File: config.mk
export PLATFORM = sky130hd
export DESIGN_NAME = exa_crosb_input_vc_requester_flat
export DESIGN_NICKNAME = d
export VERILOG_FILES = /design/src/rtl/exa_crosb_input_vc_requester_if.sv /design/src/rtl/exa_crosb_input_vc_requester.sv /design/src/flat_wrapper.sv
export SDC_FILE = /design/constraint.sdc
export NUM_CORES = 1
export LEC_CHECK = 0
export ABC_AREA = 1
export BUFFER_PORTS_ARGS = -buffer_cell sky130_fd_sc_hd__clkbuf_2
export CAP_MARGIN = 15
export CORE_MARGIN = 2
export CORE_UTILIZATION = 61
export CTS_CLUSTER_DIAMETER = 200
export CTS_CLUSTER_SIZE = 28
export DETAILED_ROUTE_END_ITERATION = 10
export PLACE_DENSITY = 0.79
export SLEW_MARGIN = 15
export SYNTH_ARGS = -nofsm -noshare
export SYNTH_HDL_FRONTEND = slang
export SYNTH_SLANG_ARGS = --single-unit
File: constraint.sdc
create_clock -name clk -period 3.33 [get_ports clk]
set_input_delay 0.666 -clock clk [delete_from_list [all_inputs] [get_ports clk]]
set_output_delay 0.666 -clock clk [all_outputs]
set_load 0.1 [all_outputs]
File: src/rtl/exa_crosb_input_vc_requester_if.sv
// Request/grant/cts/last bus between one input port's descriptor path and the
// crossbar output arbiter. The master side is the input VC requester.
interface exa_crosb_input_vc_requester_if #(
    parameter int vc_num    = 3,
    parameter int prio_num  = 2,
    parameter int len_width = 8
);
    localparam int C  = vc_num * prio_num;
    localparam int CW = (C > 1) ? $clog2(C) : 1;

    // descriptor enqueue path
    logic                 i_pkt_valid;
    logic [CW-1:0]        i_pkt_class;
    logic [len_width-1:0] i_pkt_len;
    logic                 o_pkt_ready;

    // arbiter request/grant/cts path
    logic [C-1:0]         o_request;
    logic                 i_grant;
    logic [C-1:0]         i_grant_class;
    logic                 i_cts;

    // beat stream
    logic                 o_valid;
    logic [CW-1:0]        o_class;
    logic [len_width-1:0] o_beat_idx;
    logic                 o_last;
    logic                 o_err;

    modport master (
        input  i_pkt_valid, i_pkt_class, i_pkt_len, i_grant, i_grant_class, i_cts,
        output o_pkt_ready, o_request, o_valid, o_class, o_beat_idx, o_last, o_err
    );

    modport slave (
        output i_pkt_valid, i_pkt_class, i_pkt_len, i_grant, i_grant_class, i_cts,
        input  o_pkt_ready, o_request, o_valid, o_class, o_beat_idx, o_last, o_err
    );
endinterface

File: src/rtl/exa_crosb_input_vc_requester.sv
// Input-side VC requester: per-class descriptor FIFOs (class = prio*vc_num+vc)
// raise requests toward the output arbiter; a granted packet is streamed one
// beat per cts cycle, with last on the final beat.
module exa_crosb_input_vc_requester #(
    parameter int vc_num    = 3,
    parameter int prio_num  = 2,
    parameter int len_width = 8,
    parameter int q_depth   = 4
) (
    input  logic clk,
    input  logic reset,
    exa_crosb_input_vc_requester_if.master bus
);
    localparam int C  = vc_num * prio_num;
    localparam int CW = (C > 1) ? $clog2(C) : 1;
    // storage is sized to the full class-index range so any i_pkt_class value indexes safely
    localparam int CN = 1 << CW;
    localparam int PW = (q_depth > 1) ? $clog2(q_depth) : 1;
    localparam int OW = $clog2(q_depth) + 1;

    typedef enum logic [0:0] {
        ST_IDLE = 1'b0,
        ST_SEND = 1'b1
    } state_t;

    logic [len_width-1:0] mem_q    [CN][q_depth];
    logic [len_width-1:0] mem_d    [CN][q_depth];
    logic [PW-1:0]        wr_ptr_q [CN];
    logic [PW-1:0]        wr_ptr_d [CN];
    logic [PW-1:0]        rd_ptr_q [CN];
    logic [PW-1:0]        rd_ptr_d [CN];
    logic [OW-1:0]        occ_q    [CN];
    logic [OW-1:0]        occ_d    [CN];

    state_t               state_q, state_d;
    logic [CW-1:0]        cls_q, cls_d;
    logic [len_width-1:0] cnt_q, cnt_d;
    logic [len_width-1:0] len_m1_q, len_m1_d;
    logic                 err_q, err_d;

    logic [CN-1:0]        nonempty_s;
    logic                 pkt_ready_s;
    logic                 enq_s;
    logic                 gnt_onehot_s;
    logic                 gnt_req_s;
    logic [CW-1:0]        gnt_idx_s;
    logic                 acc_s;
    logic                 bad_s;
    logic [len_width-1:0] head_len_s;
    logic                 beat_s;
    logic                 last_s;

    // Decode queue status, enqueue acceptance and grant legality.
    always_comb begin
        nonempty_s = '0;
        for (int k = 0; k < CN; k++) begin
            nonempty_s[k] = (occ_q[k] != '0);
        end

        if (int'(bus.i_pkt_class) < C) begin
            pkt_ready_s = (occ_q[bus.i_pkt_class] != OW'(q_depth));
        end else begin
            pkt_ready_s = 1'b0;
        end
        enq_s = bus.i_pkt_valid && pkt_ready_s;

        gnt_onehot_s = (bus.i_grant_class != '0) &&
                       ((bus.i_grant_class & (bus.i_grant_class - C'(1))) == '0);
        gnt_req_s    = ((bus.i_grant_class & nonempty_s[C-1:0]) != '0);

        gnt_idx_s = '0;
        for (int k = 0; k < C; k++) begin
            if (bus.i_grant_class[k]) begin
                gnt_idx_s = CW'(k);
            end else begin
                gnt_idx_s = gnt_idx_s;
            end
        end

        acc_s      = (state_q == ST_IDLE) && bus.i_grant && gnt_onehot_s && gnt_req_s;
        bad_s      = (state_q == ST_IDLE) && bus.i_grant && !(gnt_onehot_s && gnt_req_s);
        head_len_s = mem_q[gnt_idx_s][rd_ptr_q[gnt_idx_s]];

        beat_s = (state_q == ST_SEND) && bus.i_cts;
        last_s = beat_s && (cnt_q == len_m1_q);
    end

    // Output drive: requests only while idle, beats follow cts while sending.
    always_comb begin
        bus.o_pkt_ready = pkt_ready_s;
        if (state_q == ST_IDLE) begin
            bus.o_request = nonempty_s[C-1:0];
        end else begin
            bus.o_request = '0;
        end
        bus.o_valid    = beat_s;
        bus.o_last     = last_s;
        bus.o_class    = cls_q;
        bus.o_beat_idx = cnt_q;
        bus.o_err      = err_q;
    end

    // Next-state: queue push/pop, occupancy, and the IDLE/SEND packet sequencer.
    always_comb begin
        mem_d    = mem_q;
        wr_ptr_d = wr_ptr_q;
        rd_ptr_d = rd_ptr_q;
        occ_d    = occ_q;
        state_d  = state_q;
        cls_d    = cls_q;
        cnt_d    = cnt_q;
        len_m1_d = len_m1_q;
        err_d    = bad_s;

        if (enq_s) begin
            mem_d[bus.i_pkt_class][wr_ptr_q[bus.i_pkt_class]] = bus.i_pkt_len;
            wr_ptr_d[bus.i_pkt_class] = wr_ptr_q[bus.i_pkt_class] + PW'(1);
        end else begin
            wr_ptr_d = wr_ptr_q;
        end

        if (acc_s) begin
            rd_ptr_d[gnt_idx_s] = rd_ptr_q[gnt_idx_s] + PW'(1);
        end else begin
            rd_ptr_d = rd_ptr_q;
        end

        // a same-class push and pop in one cycle leave occupancy unchanged
        for (int k = 0; k < CN; k++) begin
            case ({enq_s && (int'(bus.i_pkt_class) == k), acc_s && (int'(gnt_idx_s) == k)})
                2'b10:   occ_d[k] = occ_q[k] + OW'(1);
                2'b01:   occ_d[k] = occ_q[k] - OW'(1);
                default: occ_d[k] = occ_q[k];
            endcase
        end

        case (state_q)
            ST_IDLE: begin
                if (acc_s) begin
                    state_d  = ST_SEND;
                    cls_d    = gnt_idx_s;
                    cnt_d    = '0;
                    len_m1_d = (head_len_s == '0) ? '0 : head_len_s - len_width'(1);
                end else begin
                    state_d = ST_IDLE;
                end
            end
            ST_SEND: begin
                if (last_s) begin
                    state_d = ST_IDLE;
                    cnt_d   = '0;
                end else if (beat_s) begin
                    cnt_d = cnt_q + len_width'(1);
                end else begin
                    cnt_d = cnt_q;
                end
            end
            default: begin
                state_d = ST_IDLE;
                cnt_d   = '0;
            end
        endcase
    end

    // Control state and queue pointers; reset discards every queued descriptor.
    always_ff @(posedge clk) begin
        if (reset) begin
            state_q  <= ST_IDLE;
            cls_q    <= '0;
            cnt_q    <= '0;
            len_m1_q <= '0;
            err_q    <= 1'b0;
            for (int k = 0; k < CN; k++) begin
                wr_ptr_q[k] <= '0;
                rd_ptr_q[k] <= '0;
                occ_q[k]    <= '0;
            end
        end else begin
            state_q  <= state_d;
            cls_q    <= cls_d;
            cnt_q    <= cnt_d;
            len_m1_q <= len_m1_d;
            err_q    <= err_d;
            wr_ptr_q <= wr_ptr_d;
            rd_ptr_q <= rd_ptr_d;
            occ_q    <= occ_d;
        end
    end

    // Descriptor storage; contents are only meaningful behind the pointers.
    always_ff @(posedge clk) begin
        mem_q <= mem_d;
    end
endmodule

File: src/flat_wrapper.sv
// flat-port wrapper written by rule: the top's interface ports become plain ports
module exa_crosb_input_vc_requester_flat 
#(
    parameter int vc_num    = 3,
    parameter int prio_num  = 2,
    parameter int len_width = 8,
    parameter int q_depth   = 4
)
  (clk, reset, bus_i_pkt_valid, bus_i_pkt_class, bus_i_pkt_len, bus_i_grant, bus_i_grant_class, bus_i_cts, bus_o_pkt_ready, bus_o_request, bus_o_valid, bus_o_class, bus_o_beat_idx, bus_o_last, bus_o_err);
  exa_crosb_input_vc_requester_if #(.vc_num(vc_num), .prio_num(prio_num), .len_width(len_width)) bus_i ();
  input  logic clk;
  input  logic reset;
  input wire logic [$bits(bus_i.i_pkt_valid)-1:0] bus_i_pkt_valid;
  input wire logic [$bits(bus_i.i_pkt_class)-1:0] bus_i_pkt_class;
  input wire logic [$bits(bus_i.i_pkt_len)-1:0] bus_i_pkt_len;
  input wire logic [$bits(bus_i.i_grant)-1:0] bus_i_grant;
  input wire logic [$bits(bus_i.i_grant_class)-1:0] bus_i_grant_class;
  input wire logic [$bits(bus_i.i_cts)-1:0] bus_i_cts;
  output wire logic [$bits(bus_i.o_pkt_ready)-1:0] bus_o_pkt_ready;
  output wire logic [$bits(bus_i.o_request)-1:0] bus_o_request;
  output wire logic [$bits(bus_i.o_valid)-1:0] bus_o_valid;
  output wire logic [$bits(bus_i.o_class)-1:0] bus_o_class;
  output wire logic [$bits(bus_i.o_beat_idx)-1:0] bus_o_beat_idx;
  output wire logic [$bits(bus_i.o_last)-1:0] bus_o_last;
  output wire logic [$bits(bus_i.o_err)-1:0] bus_o_err;
  assign bus_i.i_pkt_valid = bus_i_pkt_valid;
  assign bus_i.i_pkt_class = bus_i_pkt_class;
  assign bus_i.i_pkt_len = bus_i_pkt_len;
  assign bus_i.i_grant = bus_i_grant;
  assign bus_i.i_grant_class = bus_i_grant_class;
  assign bus_i.i_cts = bus_i_cts;
  assign bus_o_pkt_ready = bus_i.o_pkt_ready;
  assign bus_o_request = bus_i.o_request;
  assign bus_o_valid = bus_i.o_valid;
  assign bus_o_class = bus_i.o_class;
  assign bus_o_beat_idx = bus_i.o_beat_idx;
  assign bus_o_last = bus_i.o_last;
  assign bus_o_err = bus_i.o_err;
  exa_crosb_input_vc_requester #(.vc_num(vc_num), .prio_num(prio_num), .len_width(len_width), .q_depth(q_depth)) u_core (.clk(clk), .reset(reset), .bus(bus_i));
endmodule
==> run_results.csv <==
group,metric,value,unit
clocking,cts_tree,"done",
place,gp_congestion,0.9091,
floorplanning,die_area,0.02204,sq mm
detailed_routing,via_per_inst,5.643,
floorplanning,ios,43,
place,port_buffers,42,
power_and_ir_drop,finalPower,0.006112,W
clocking,htree_levels,1,
sta,max-slew-margin-rel,41.55,%
detailed_routing,vias,9526,
job,cap_viol_max_count,0,
clocking,cts_setup_buffers,0,
power_and_ir_drop,power_density,442.0,mW/mm^2
worst_setup_path,cp-start-kind,"flip-flop",
layout,instances_no_fill,1688,
floorplanning,fp.dieW,148.5,um
sta,hold_viol_final,0,
layout,syn_to_final_growth,8.609,%
synth,async_flop_share,0,%
hold_path,hp-start,"u_core.rd_ptr_q[1]",
grt,grt_pass1_vias,8886,
detailed_routing,avgRoutedWirePerCell,17.48,um
layout,finalNetCount,1455,
worst_setup_path,path_max_fanout,7,
sta,fin_crit_sh,86.54,%
synth,synth-edff-count,206,
synth,synthCells,1346,
layout,seq_area,0.007567,sq mm
detailed_routing,drc,0,
layout,drive_above_1_share,10.65,%
worst_setup_path,cp.required,3720,ps
hold_path,hp-class,"reg2reg",
clocking,clockBufferDepth,3,
sta,setup_viol,0,
power_and_ir_drop,ir_worst_vdd,0.5034,mV
synth,yosysWarnings,0,
status,status,"finished, final reports clean",
worst_setup_path,startpoint,"u_core.occ_q[14]",
clocking,path_clk_slew,110,ps
sta,fin_worst_skew,25.24,ps
synth,yosysUniqueCellTypes,49,
clocking,cts.sinks,275,
place,hpwl,19950,um
place,dp_cells,1670,
synth,synth_seq_cells,275,
floorplanning,rows,52,
detailed_routing,drt_iter0_markers,899,
synth,ys_seq_area_share,59.44,%
clocking,cts_hold_buffers,0,
floorplanning,core_area,0.02036,sq mm
clocking,root_buffer,"clkbuf_16",
sta,fmax,0.3470,GHz
layout,multi_input_area,0.004297,sq mm
worst_setup_path,crit_type,"reg2reg",
layout,fill_cells,1563,
synth,ys.flop_type,"edfxtp_1",
sta,tightest_slew,875.8,ps
power_and_ir_drop,leakage,5.454,nW
floorplanning,die_h,148.5,um
synth,syn_area,0.01273,sq mm
floorplanning,initial_utilization,62.52,%
sta,fin_crit,2882,ps
clocking,clk_latency,490,ps
detailed_routing,firstDrtPassIters,6,
detailed_routing,drtAntennaViolNets,0,
worst_setup_path,crit_path_end_kind,"flip-flop",
sta,fin_ws,448.2,ps
place,place_ws,124.5,ps
grt,antenna_found_initial,0,
layout,diodes,0,
worst_setup_path,r2r-start,"u_core.occ_q[14]",
sta,rsz0062_at_grt,"no",
sta,drv_slew,0,
clocking,numCtsBuffers,13,
detailed_routing,drt_wl_total,29510,um
clocking,cts_repair_resize_count,0,
grt,grt_pass1_wl,46740,um
synth,synth.avg_cell_area,9.458,sq um
grt,track_usage,27.10,%
grt,grt_max_degree,53,
sta,tns,0,ps
grt,gr-total-overflow,0,
worst_setup_path,cp_data_arrival_time,3270,ps
## placed cells by master, fill, tap and decap left out, types with 5 or more instances in the layout
cell and n:
nand2_1 347, edfxtp_1 206, nand3_1 150, inv_1 147, nor2_1 104, dfxtp_1 69, a21oi_1 65, buf_4 50
clkbuf_2 42, nand3b_1 39, o21ai_0 32, nor3_1 14, conb_1 14, nand2_2 13, clkbuf_16 13, ha_1 12
inv_2 8, o21ai_1 7, a211oi_1 6, o31ai_1 6, fa_1 6, o22ai_1 5, nor2_2 5, buf_12 5
## where the power goes
group | total (W) | internal, W | switching [W]
sequential | 0.00373 | 0.00371 | 0.0000112
combinational | 0.000649 | 0.000179 | 0.000469
clock | 0.00174 | 0.000731 | 0.00101
total | 0.00611 | 0.00462 | 0.00149
## sequential cells by signal, indices dropped and copies added, names as in the netlist
signal / flops
u_core.mem_q: 206
u_core.occ_q: 18
u_core.wr_ptr_q: 16
u_core.rd_ptr_q: 14
u_core.bus.o_beat_idx: 8
u_core.len_m1_q: 8
u_core.bus.o_class: 3
u_core.bus.o_err: 1
u_core.state_q: 1
## path summary, 6_finish.rpt
path                                            to  slack [ps]  cells after the start
worst max-delay path              u_core.occ_q[23]         450                     14
worst min-delay path            u_core.rd_ptr_q[1]         430                      2
worst max register to register    u_core.occ_q[23]         450                     14
worst min register to register  u_core.rd_ptr_q[1]         430                      2
## layout make-up
type / count / area share (%)
Clock buffer: 17 / 2.461
Multi-Input combinational cell: 871 / 31.07
Sequential cell: 275 / 54.73
Tap cell: 270 / 2.443
Clock inverter: 1 / 0.05429
Inverter: 157 / 4.280
Timing Repair Buffer: 97 / 4.959
## synth_stat cells (2+ instances only)
library cell | count | area (sq um)
a211oi_1 | 6 | 45.04
a21oi_1 | 65 | 325.3
a221oi_1 | 3 | 26.28
a22oi_1 | 2 | 15.01
and2_1 | 2 | 12.51
buf_2 | 19 | 95.09
buf_4 | 7 | 52.55
buf_6 | 10 | 112.6
clkbuf_1 | 19 | 71.32
dfxtp_1 | 69 | 1381
edfxtp_1 | 206 | 6186
fa_1 | 6 | 120.1
ha_1 | 12 | 150.1
inv_1 | 148 | 555.5
inv_2 | 7 | 26.28
nand2_1 | 347 | 1303
nand2_2 | 13 | 81.33
nand2_4 | 2 | 22.52
nand3_1 | 150 | 750.7
nand3_2 | 3 | 30.03
nand3b_1 | 39 | 292.8
nand4_1 | 2 | 12.51
nor2_1 | 104 | 390.4
nor2_2 | 5 | 31.28
nor2_4 | 4 | 45.04
nor3_1 | 15 | 75.07
o2111ai_1 | 2 | 17.52
o21a_1 | 3 | 22.52
o21ai_0 | 32 | 160.2
o21ai_1 | 7 | 35.03
o21bai_1 | 2 | 15.01
o221ai_1 | 3 | 26.28
o22ai_1 | 5 | 31.28
o31ai_1 | 6 | 45.04
xnor2_1 | 4 | 35.03
xor2_1 | 4 | 35.03
## worst max-delay path, cell delays in order (launching register included)
cell       delay, ps
dfxtp_1          350
inv_1             60
nor3_1           360
o2111ai_1        180
and3_1           280
nand2_1           90
inv_2             60
nand2_1          230
ha_1             210
inv_1             70
fa_1             380
a21oi_1          160
o21ai_0          120
o21ai_0          170
a21oi_1           60
## cells by family (layout without fill, tap and decap cells)
group | Yosys count | in the layout | share of synthesized area (%)
AO/OA/AOI/OAI | 141 | 141 | 6.349
other | 1 | 14 | 0.02946
XOR/XNOR | 8 | 8 | 0.5503
AND/OR/NAND/NOR | 690 | 690 | 24.23
adder cells (fa/ha/maj) | 18 | 18 | 2.123
buffers and inverters | 213 | 272 | 7.283
flip-flops | 275 | 275 | 59.44
## routing by layer
metal  vias up  GRT usage [%]  wire (um)
met2       359          43.68      13930
met5         -              0          0
met4         0          6.810        568
li1       4596              -          -
met3        41          3.804       2358
met1      4530          39.39      12650
## per-stage QoR
| step | utilization [%] | area, sq um | hold WS, ps |
|---|---|---|---|
| finish | 67.90 | 13830 | 433.9 |
| global route | 67.90 | 13830 | 442.0 |
| CTS | 67.90 | 13830 | 433.1 |
| detailed placement | 66.19 | 13480 | 413.4 |
| global placement | 66.19 | 13480 | 413.6 |
| floorplan | - | 12790 | 403.1 |
Power figures use the tool's default switching activity.
